==> src/rtl/bus_pkg.sv <==
// Shared definitions for the bus device port: ID widths, broadcast address,
// packet field helpers and error flag bit positions.
package bus_pkg;

  localparam int ID_W      = 8;
  localparam logic [ID_W-1:0] BCAST_ID = 8'hFF;
  localparam int PKT_W_MAX = 64;

  localparam int ERR_W       = 4;
  localparam int ERR_TX_OVF  = 0;
  localparam int ERR_POP_UDF = 1;
  localparam int ERR_RX_OVF  = 2;
  localparam int ERR_MISADDR = 3;

  // Callers zero-extend their packet to PKT_W_MAX and pass its real width.
  function automatic logic [ID_W-1:0] get_dst(input logic [PKT_W_MAX-1:0] pkt,
                                              input int pkt_w);
    logic [PKT_W_MAX-1:0] shifted;
    shifted = pkt >> (pkt_w - ID_W);
    return shifted[ID_W-1:0];
  endfunction

  function automatic logic [PKT_W_MAX-1:0] get_payload(input logic [PKT_W_MAX-1:0] pkt,
                                                       input int pkt_w);
    logic [PKT_W_MAX-1:0] mask;
    mask = (PKT_W_MAX'(1) << (pkt_w - ID_W)) - PKT_W_MAX'(1);
    return pkt & mask;
  endfunction

endpackage

==> src/rtl/bus_device_port_if.sv <==
// Bus-side handshake between the arbiter (master) and one device port (slave).
interface bus_device_port_if #(
  parameter int PCKG_SZ = 24
);

  logic               pndng;
  logic [PCKG_SZ-1:0] D_pop;
  logic               pop;
  logic               push;
  logic [PCKG_SZ-1:0] D_push;

  modport master (
    input  pndng,
    input  D_pop,
    output pop,
    output push,
    output D_push
  );

  modport slave (
    output pndng,
    output D_pop,
    input  pop,
    input  push,
    input  D_push
  );

endinterface

==> src/rtl/sync_fifo.sv <==
// Synchronous FIFO with first-word-fall-through output and one-bit-extended
// pointers; a write while full is accepted only when a read frees the slot.
module sync_fifo
  import bus_pkg::*;
#(
  parameter int W     = 24,
  parameter int DEPTH = 8
) (
  input  logic         clk,
  input  logic         reset,
  input  logic         wr,
  input  logic [W-1:0] din,
  input  logic         rd,
  output logic [W-1:0] dout,
  output logic         full,
  output logic         empty,
  output logic         ovf,
  output logic         udf
);

  localparam int AW = $clog2(DEPTH);

  logic [AW:0]  wptr_r;
  logic [AW:0]  rptr_r;
  logic [W-1:0] mem_r [DEPTH];
  logic         empty_s;
  logic         full_s;
  logic         do_rd_s;
  logic         do_wr_s;

  // Status and accepted-operation decode from the registered pointers.
  always_comb begin
    empty_s = (wptr_r == rptr_r);
    full_s  = (wptr_r[AW] != rptr_r[AW]) && (wptr_r[AW-1:0] == rptr_r[AW-1:0]);
    do_rd_s = rd && !empty_s;
    do_wr_s = wr && (!full_s || do_rd_s);
    if (empty_s) begin
      dout = {W{1'b0}};
    end else begin
      dout = mem_r[rptr_r[AW-1:0]];
    end
  end

  assign full  = full_s;
  assign empty = empty_s;
  assign ovf   = wr && full_s && !do_rd_s;
  assign udf   = rd && empty_s;

  // Pointer registers; contents are discarded by resetting the pointers only.
  always_ff @(posedge clk or negedge reset) begin
    if (!reset) begin
      wptr_r <= {(AW+1){1'b0}};
      rptr_r <= {(AW+1){1'b0}};
    end else begin
      if (do_wr_s) begin
        wptr_r <= wptr_r + {{AW{1'b0}}, 1'b1};
      end
      if (do_rd_s) begin
        rptr_r <= rptr_r + {{AW{1'b0}}, 1'b1};
      end
    end
  end

  // Storage array, written on accepted enqueues.
  always_ff @(posedge clk) begin
    if (do_wr_s) begin
      mem_r[wptr_r[AW-1:0]] <= din;
    end
  end

endmodule

==> src/rtl/bus_device_port.sv <==
// Device endpoint on the arbitrated bus: TX queue toward the bus, address-
// filtered RX queue toward the host, sticky error flags and a drop counter.
module bus_device_port
  import bus_pkg::*;
#(
  parameter int              WIDTH    = 16,
  parameter int              PCKG_SZ  = WIDTH + 8,
  parameter logic [ID_W-1:0] ID       = 8'd0,
  parameter logic [ID_W-1:0] BCAST    = BCAST_ID,
  parameter int              TX_DEPTH = 8,
  parameter int              RX_DEPTH = 8
) (
  input  logic               clk,
  input  logic               reset,
  input  logic               tx_wr,
  input  logic [ID_W-1:0]    tx_dst,
  input  logic [WIDTH-1:0]   tx_data,
  output logic               tx_full,
  bus_device_port_if.slave   bus,
  input  logic               rx_rd,
  output logic               rx_valid,
  output logic [PCKG_SZ-1:0] rx_data,
  output logic [ERR_W-1:0]   err_flags,
  output logic [7:0]         drop_cnt
);

  logic [PCKG_SZ-1:0] tx_pkt_s;
  logic [PCKG_SZ-1:0] tx_dout_s;
  logic               tx_empty_s;
  logic               tx_ovf_s;
  logic               tx_udf_s;
  logic [ID_W-1:0]    rx_dst_s;
  logic               addr_ok_s;
  logic               rx_wr_s;
  logic               misaddr_s;
  logic               rx_empty_s;
  logic               rx_full_s;
  logic               rx_ovf_s;
  logic               rx_udf_unused_s;
  logic               drop_s;
  logic [ERR_W-1:0]   err_set_s;
  logic [ERR_W-1:0]   err_flags_r;
  logic [7:0]         drop_cnt_r;

  assign tx_pkt_s = PCKG_SZ'({tx_dst, tx_data});

  sync_fifo #(.W(PCKG_SZ), .DEPTH(TX_DEPTH)) u_tx_fifo (
    .clk   (clk),
    .reset (reset),
    .wr    (tx_wr),
    .din   (tx_pkt_s),
    .rd    (bus.pop),
    .dout  (tx_dout_s),
    .full  (tx_full),
    .empty (tx_empty_s),
    .ovf   (tx_ovf_s),
    .udf   (tx_udf_s)
  );

  assign bus.pndng = !tx_empty_s;
  assign bus.D_pop = tx_dout_s;

  // Destination filter and per-cycle error/drop events.
  always_comb begin
    rx_dst_s  = get_dst(PKT_W_MAX'(bus.D_push), PCKG_SZ);
    addr_ok_s = (rx_dst_s == ID) || (rx_dst_s == BCAST);
    rx_wr_s   = bus.push && addr_ok_s;
    misaddr_s = bus.push && !addr_ok_s;
    drop_s    = misaddr_s || rx_ovf_s;
    err_set_s = {ERR_W{1'b0}};
    err_set_s[ERR_TX_OVF]  = tx_ovf_s;
    err_set_s[ERR_POP_UDF] = tx_udf_s;
    err_set_s[ERR_RX_OVF]  = rx_ovf_s;
    err_set_s[ERR_MISADDR] = misaddr_s;
  end

  sync_fifo #(.W(PCKG_SZ), .DEPTH(RX_DEPTH)) u_rx_fifo (
    .clk   (clk),
    .reset (reset),
    .wr    (rx_wr_s),
    .din   (bus.D_push),
    .rd    (rx_rd),
    .dout  (rx_data),
    .full  (rx_full_s),
    .empty (rx_empty_s),
    .ovf   (rx_ovf_s),
    .udf   (rx_udf_unused_s)
  );

  assign rx_valid = !rx_empty_s;

  // Sticky error flags and saturating drop counter; cleared only by reset.
  always_ff @(posedge clk or negedge reset) begin
    if (!reset) begin
      err_flags_r <= {ERR_W{1'b0}};
      drop_cnt_r  <= 8'd0;
    end else begin
      err_flags_r <= err_flags_r | err_set_s;
      if (drop_s && (drop_cnt_r != 8'hFF)) begin
        drop_cnt_r <= drop_cnt_r + 8'd1;
      end
    end
  end

  assign err_flags = err_flags_r;
  assign drop_cnt  = drop_cnt_r;

endmodule
==> src/flat_wrapper.sv <==
// flat-port wrapper written by rule: the top's interface ports become plain ports
module bus_device_port_flat import bus_pkg::*;
#(
  parameter int              WIDTH    = 16,
  parameter int              PCKG_SZ  = WIDTH + 8,
  parameter logic [ID_W-1:0] ID       = 8'd0,
  parameter logic [ID_W-1:0] BCAST    = BCAST_ID,
  parameter int              TX_DEPTH = 8,
  parameter int              RX_DEPTH = 8
)
  (clk, reset, tx_wr, tx_dst, tx_data, tx_full, rx_rd, rx_valid, rx_data, err_flags, drop_cnt, bus_pndng, bus_D_pop, bus_pop, bus_push, bus_D_push);
  bus_device_port_if #(.PCKG_SZ(PCKG_SZ)) bus_i ();
  input  logic clk;
  input  logic reset;
  input  logic tx_wr;
  input  logic [ID_W-1:0] tx_dst;
  input  logic [WIDTH-1:0] tx_data;
  output logic tx_full;
  input  logic rx_rd;
  output logic rx_valid;
  output logic [PCKG_SZ-1:0] rx_data;
  output logic [ERR_W-1:0] err_flags;
  output logic [7:0] drop_cnt;
  output wire logic [$bits(bus_i.pndng)-1:0] bus_pndng;
  output wire logic [$bits(bus_i.D_pop)-1:0] bus_D_pop;
  input wire logic [$bits(bus_i.pop)-1:0] bus_pop;
  input wire logic [$bits(bus_i.push)-1:0] bus_push;
  input wire logic [$bits(bus_i.D_push)-1:0] bus_D_push;
  assign bus_pndng = bus_i.pndng;
  assign bus_D_pop = bus_i.D_pop;
  assign bus_i.pop = bus_pop;
  assign bus_i.push = bus_push;
  assign bus_i.D_push = bus_D_push;
  bus_device_port #(.WIDTH(WIDTH), .PCKG_SZ(PCKG_SZ), .ID(ID), .BCAST(BCAST), .TX_DEPTH(TX_DEPTH), .RX_DEPTH(RX_DEPTH)) u_core (.clk(clk), .reset(reset), .tx_wr(tx_wr), .tx_dst(tx_dst), .tx_data(tx_data), .tx_full(tx_full), .bus(bus_i), .rx_rd(rx_rd), .rx_valid(rx_valid), .rx_data(rx_data), .err_flags(err_flags), .drop_cnt(drop_cnt));
endmodule
==> config.mk <==
export PLATFORM = sky130hd
export DESIGN_NAME = bus_device_port_flat
export DESIGN_NICKNAME = d
export VERILOG_FILES = /design/src/rtl/bus_pkg.sv /design/src/rtl/bus_device_port_if.sv /design/src/rtl/sync_fifo.sv /design/src/rtl/bus_device_port.sv /design/src/flat_wrapper.sv
export SDC_FILE = /design/constraint.sdc
export NUM_CORES = 1
export LEC_CHECK = 0
export ABC_CLOCK_PERIOD_IN_PS = 4100
export BUFFER_PORTS_ARGS = -buffer_cell sky130_fd_sc_hd__clkbuf_2
export CAP_MARGIN = 20
export CORE_ASPECT_RATIO = 0.6
export CORE_MARGIN = 3
export CORE_UTILIZATION = 50
export CTS_BUF_LIST = sky130_fd_sc_hd__clkbuf_4 sky130_fd_sc_hd__clkbuf_8
export DETAILED_ROUTE_END_ITERATION = 6
export HOLD_SLACK_MARGIN = 0.08
export PLACE_DENSITY = 0.68
export SETUP_SLACK_MARGIN = 0.15
export SYNTH_ARGS = -nofsm -noshare
export SYNTH_HDL_FRONTEND = slang
export SYNTH_SLANG_ARGS = --single-unit
==> constraint.sdc <==
create_clock -name clk -period 4.1 [get_ports clk]
set_input_delay 0.205 -clock clk [delete_from_list [all_inputs] [get_ports clk]]
set_output_delay 0.205 -clock clk [all_outputs]
set_load 0.01 [all_outputs]
==> metrics.txt <==
CP Depth 5; setup tns final 0 ns; Max FO, Critical Path 38; CTS tree yes; Area Growth Syn to Fin 18.0%; DP HPWL 18,700 um; Pre-Repair DR Iteration Count 5; fraction of layout instances using a drive strength above 1 36.3%; CTS Sinks 412; Synth Area in Adders 0.388%; NumNets Final 1,041; initial antenna violation count 0; Initial DRC Count 618; Top FF cell, synth edfxtp_1; vias 7,999; post-synthesis compound-gate area fraction 0.667%; post-synth cell types 42; post-CTS resize count 0; post-synthesis mux area share 16.8%; nature of the critical path startpoint flip-flop; class of the worst hold path in2async; routed len/inst 22.2 um; unrepaired setup endpoints after global routing no; first-pass GRT wire length 49,800 um; CTS max path bufs 3; Final ANT Viol Nets 0; EDFF count, synth 384; post-layout util 60.5%; Max Fclk 0.314 GHz; skew final 0.0185 ns; CP Class reg2out; I/O pin total 117; largest net degree at the start of global routing 52; min cycle time layout 3.19 ns; post-synthesis simple-gate area fraction 3.62%; max-cap viol count 0; Setup WS pre-CTS 1.39 ns; clk slew on worst S/H paths 0.07 ns; Slew Viols, Final 0; slowest stage delay, CP 0.66 ns; synth warn 0; WL final 31,900 um; main combinational cell family by area after synthesis multiplexers; Mapped Area 0.0161 mm2; CP max stage cell buf_4; status finished clean; hold slack 0.220 ns; cts bufs inserted 57; vias per cell 5.56; Post-Synth XOR/XNOR Area 1.40%; GRT Util Overall 18.9%; syn_nets 821; Pwr Density 651 mW/mm2; overall power 0.0124 W; crit path cell chain buf_4, mux4_2, mux2i_1, nor2_1, clkbuf_2; Crit path buffers/inverters 2; IO buf count 116; clock latency on the worst-skew pair 0.61 ns; Die Ht 145 um; Critical Path End Type output port; # rows 50; Final WS setup 0.912 ns; maximum VDD drop 385 uV; R2R Path Start u_core.u_rx_fifo.wptr_r[0]$_DFFE_PN0P_; family with the most delay on the worst path multiplexers; leading post-synthesis cells by cell area edfxtp_1 (71%), mux4_2 (13%), dfrtp_1 (4.3%); area leader, netlist edfxtp_1; Die X 238 um; period utilisation layout 77.8%; register area share after synthesis 75.8%; Post-synth ARST share 6.80%; Final GP Congestion 0.747; vias in the first global route 8,317; r2r setup slk 1.37 ns; Leak Pwr 6.61 nW; initial core utilization 51.3%; CP arrival 2.98 ns; total congestion overflow 0; Root Driver clkbuf_8; Post-Synthesis Cells 762; syn_area_per_cell 21.2 um2; Synth top area share 71.4%; Worst Reg-to-Reg Cells 6; Core Region 0.0315 mm2; CP required 3.89 ns; Finish-stage setup viols 0; reg2reg end u_core.u_rx_fifo.mem_r[2][15]$_DFFE_PP_; # DRC 0; Antenna diodes 0; FF+latch count, synth 412; Worst Max-Slew Pin Slew 0.827 ns; die area 0.0345 mm2; H-tree levels 2; Slew headroom 44.9%; final hold vios 0
[cell families (layout without fill, tap and decap cells)]
group	count (synthesis)	in the layout
DFF	412	412
AOI/OAI and AO/OA	13	13
muxes	150	150
and+or+nand+nor	109	109
buffers and inverters	48	308
xor gates and xnor gates	25	25
adders and majority gates	5	5
[worst max-delay path by stage]
stage	from	end	slack, ns
finish	u_core.u_rx_fifo.rptr_r[0]$_DFFE_PN0P_	rx_data[4]	0.91
global route	u_core.u_rx_fifo.rptr_r[0]$_DFFE_PN0P_	rx_data[4]	0.65
CTS	u_core.u_rx_fifo.rptr_r[0]$_DFFE_PN0P_	rx_data[4]	0.76
detailed placement	u_core.u_rx_fifo.wptr_r[0]$_DFFE_PN0P_	u_core.u_rx_fifo.mem_r[2][5]$_DFFE_PP_	1.39
global placement	u_core.u_rx_fifo.rptr_r[0]$_DFFE_PN0P_	rx_data[4]	1.41
floorplan	u_core.u_rx_fifo.wptr_r[0]$_DFFE_PN0P_	u_core.u_rx_fifo.mem_r[2][0]$_DFFE_PP_	-0.21
[per-stage QoR]
step | area [um2] | cells
detailed placement | 17400 | 1285
CTS | 19000 | 1438
global route | 19000 | 1438
finish | 19000 | 1438
floorplan | 16100 | 762
global placement | 17400 | 1284
[worst register-to-register path, delay by kind of cell (launching register included)]
kind	cells	cell delay, ns
and+or+nand+nor	4	0.93
DFF	1	0.64
xor gates and xnor gates	1	0.43
buffers and inverters	1	0.39
[registers in the layout (all words and copies together), names as in the netlist]
name	cells
u_core.drop_cnt	8
u_core.err_flags	4
u_core.u_rx_fifo.mem_r	192
u_core.u_rx_fifo.rptr_r	4
u_core.u_rx_fifo.wptr_r	4
u_core.u_tx_fifo.mem_r	192
u_core.u_tx_fifo.rptr_r	4
u_core.u_tx_fifo.wptr_r	4
[Yosys cell counts, drive strengths merged, types with 4 or more instances]
library cell / number
a21oi: 4
buf: 23
clkbuf: 17
dfrtp: 28
edfxtp: 384
ha: 5
inv: 8
mux2: 6
mux2i: 48
mux4: 96
nand2: 14
nand2b: 5
nand3: 8
nand4: 7
nor2: 54
nor3: 6
nor4: 6
nor4b: 5
xnor2: 13
xor2: 12
[layout by cell type (no fill, tap or decap), drive strengths merged, types with 2 or more instances in the layout]
| cell | n |
|---|---|
| edfxtp | 384 |
| clkbuf | 195 |
| mux4 | 96 |
| dlygate4sd3 | 54 |
| nor2 | 54 |
| mux2i | 48 |
| buf | 31 |
| dfrtp | 28 |
| nand2 | 14 |
| clkinv | 14 |
| xnor2 | 13 |
| xor2 | 12 |
| inv | 10 |
| nand3 | 8 |
| nand4 | 7 |
| nor3 | 6 |
| mux2 | 6 |
| nor4 | 6 |
| nand2b | 5 |
| ha | 5 |
| nor4b | 5 |
| a21oi | 4 |
| a211oi | 3 |
| or2 | 2 |
| clkinvlp | 2 |
| bufinv | 2 |
[layer usage]
| metal | global-route usage, % | up-vias | wire length [um] |
|---|---|---|---|
| met3 | 3.78 | 49 | 1700 |
| li1 | - | 3544 | - |
| met5 | 0 | - | 0 |
| met2 | 27.2 | 213 | 14300 |
| met4 | 5.19 | 0 | 532 |
| met1 | 29.7 | 4193 | 15400 |
[final cells by class]
| type | count | area (um2) |
|---|---|---|
| inverter | 8 | 30.0 |
| fill | 2264 | 12400 |
| clock buffer | 79 | 950 |
| multi-input combinational | 302 | 3780 |
| clock inverter | 20 | 161 |
| sequential | 412 | 12200 |
| timing repair buffer | 201 | 1360 |
| tap | 416 | 520 |
[power breakdown]
part / total, W / switching (W) / internal (W)
clock network: 0.00311 / 0.00148 / 0.00163
registers: 0.00530 / 0.000273 / 0.00503
logic: 0.00399 / 0.00214 / 0.00184
total: 0.0124 / 0.00389 / 0.00850
[what timing repair did]
item | CTS | global route
hold endpoints to repair | 428 | 0
buffers inserted | 0 | 0
hold buffers | 54 | 0
Power figures use the tool's default switching activity.
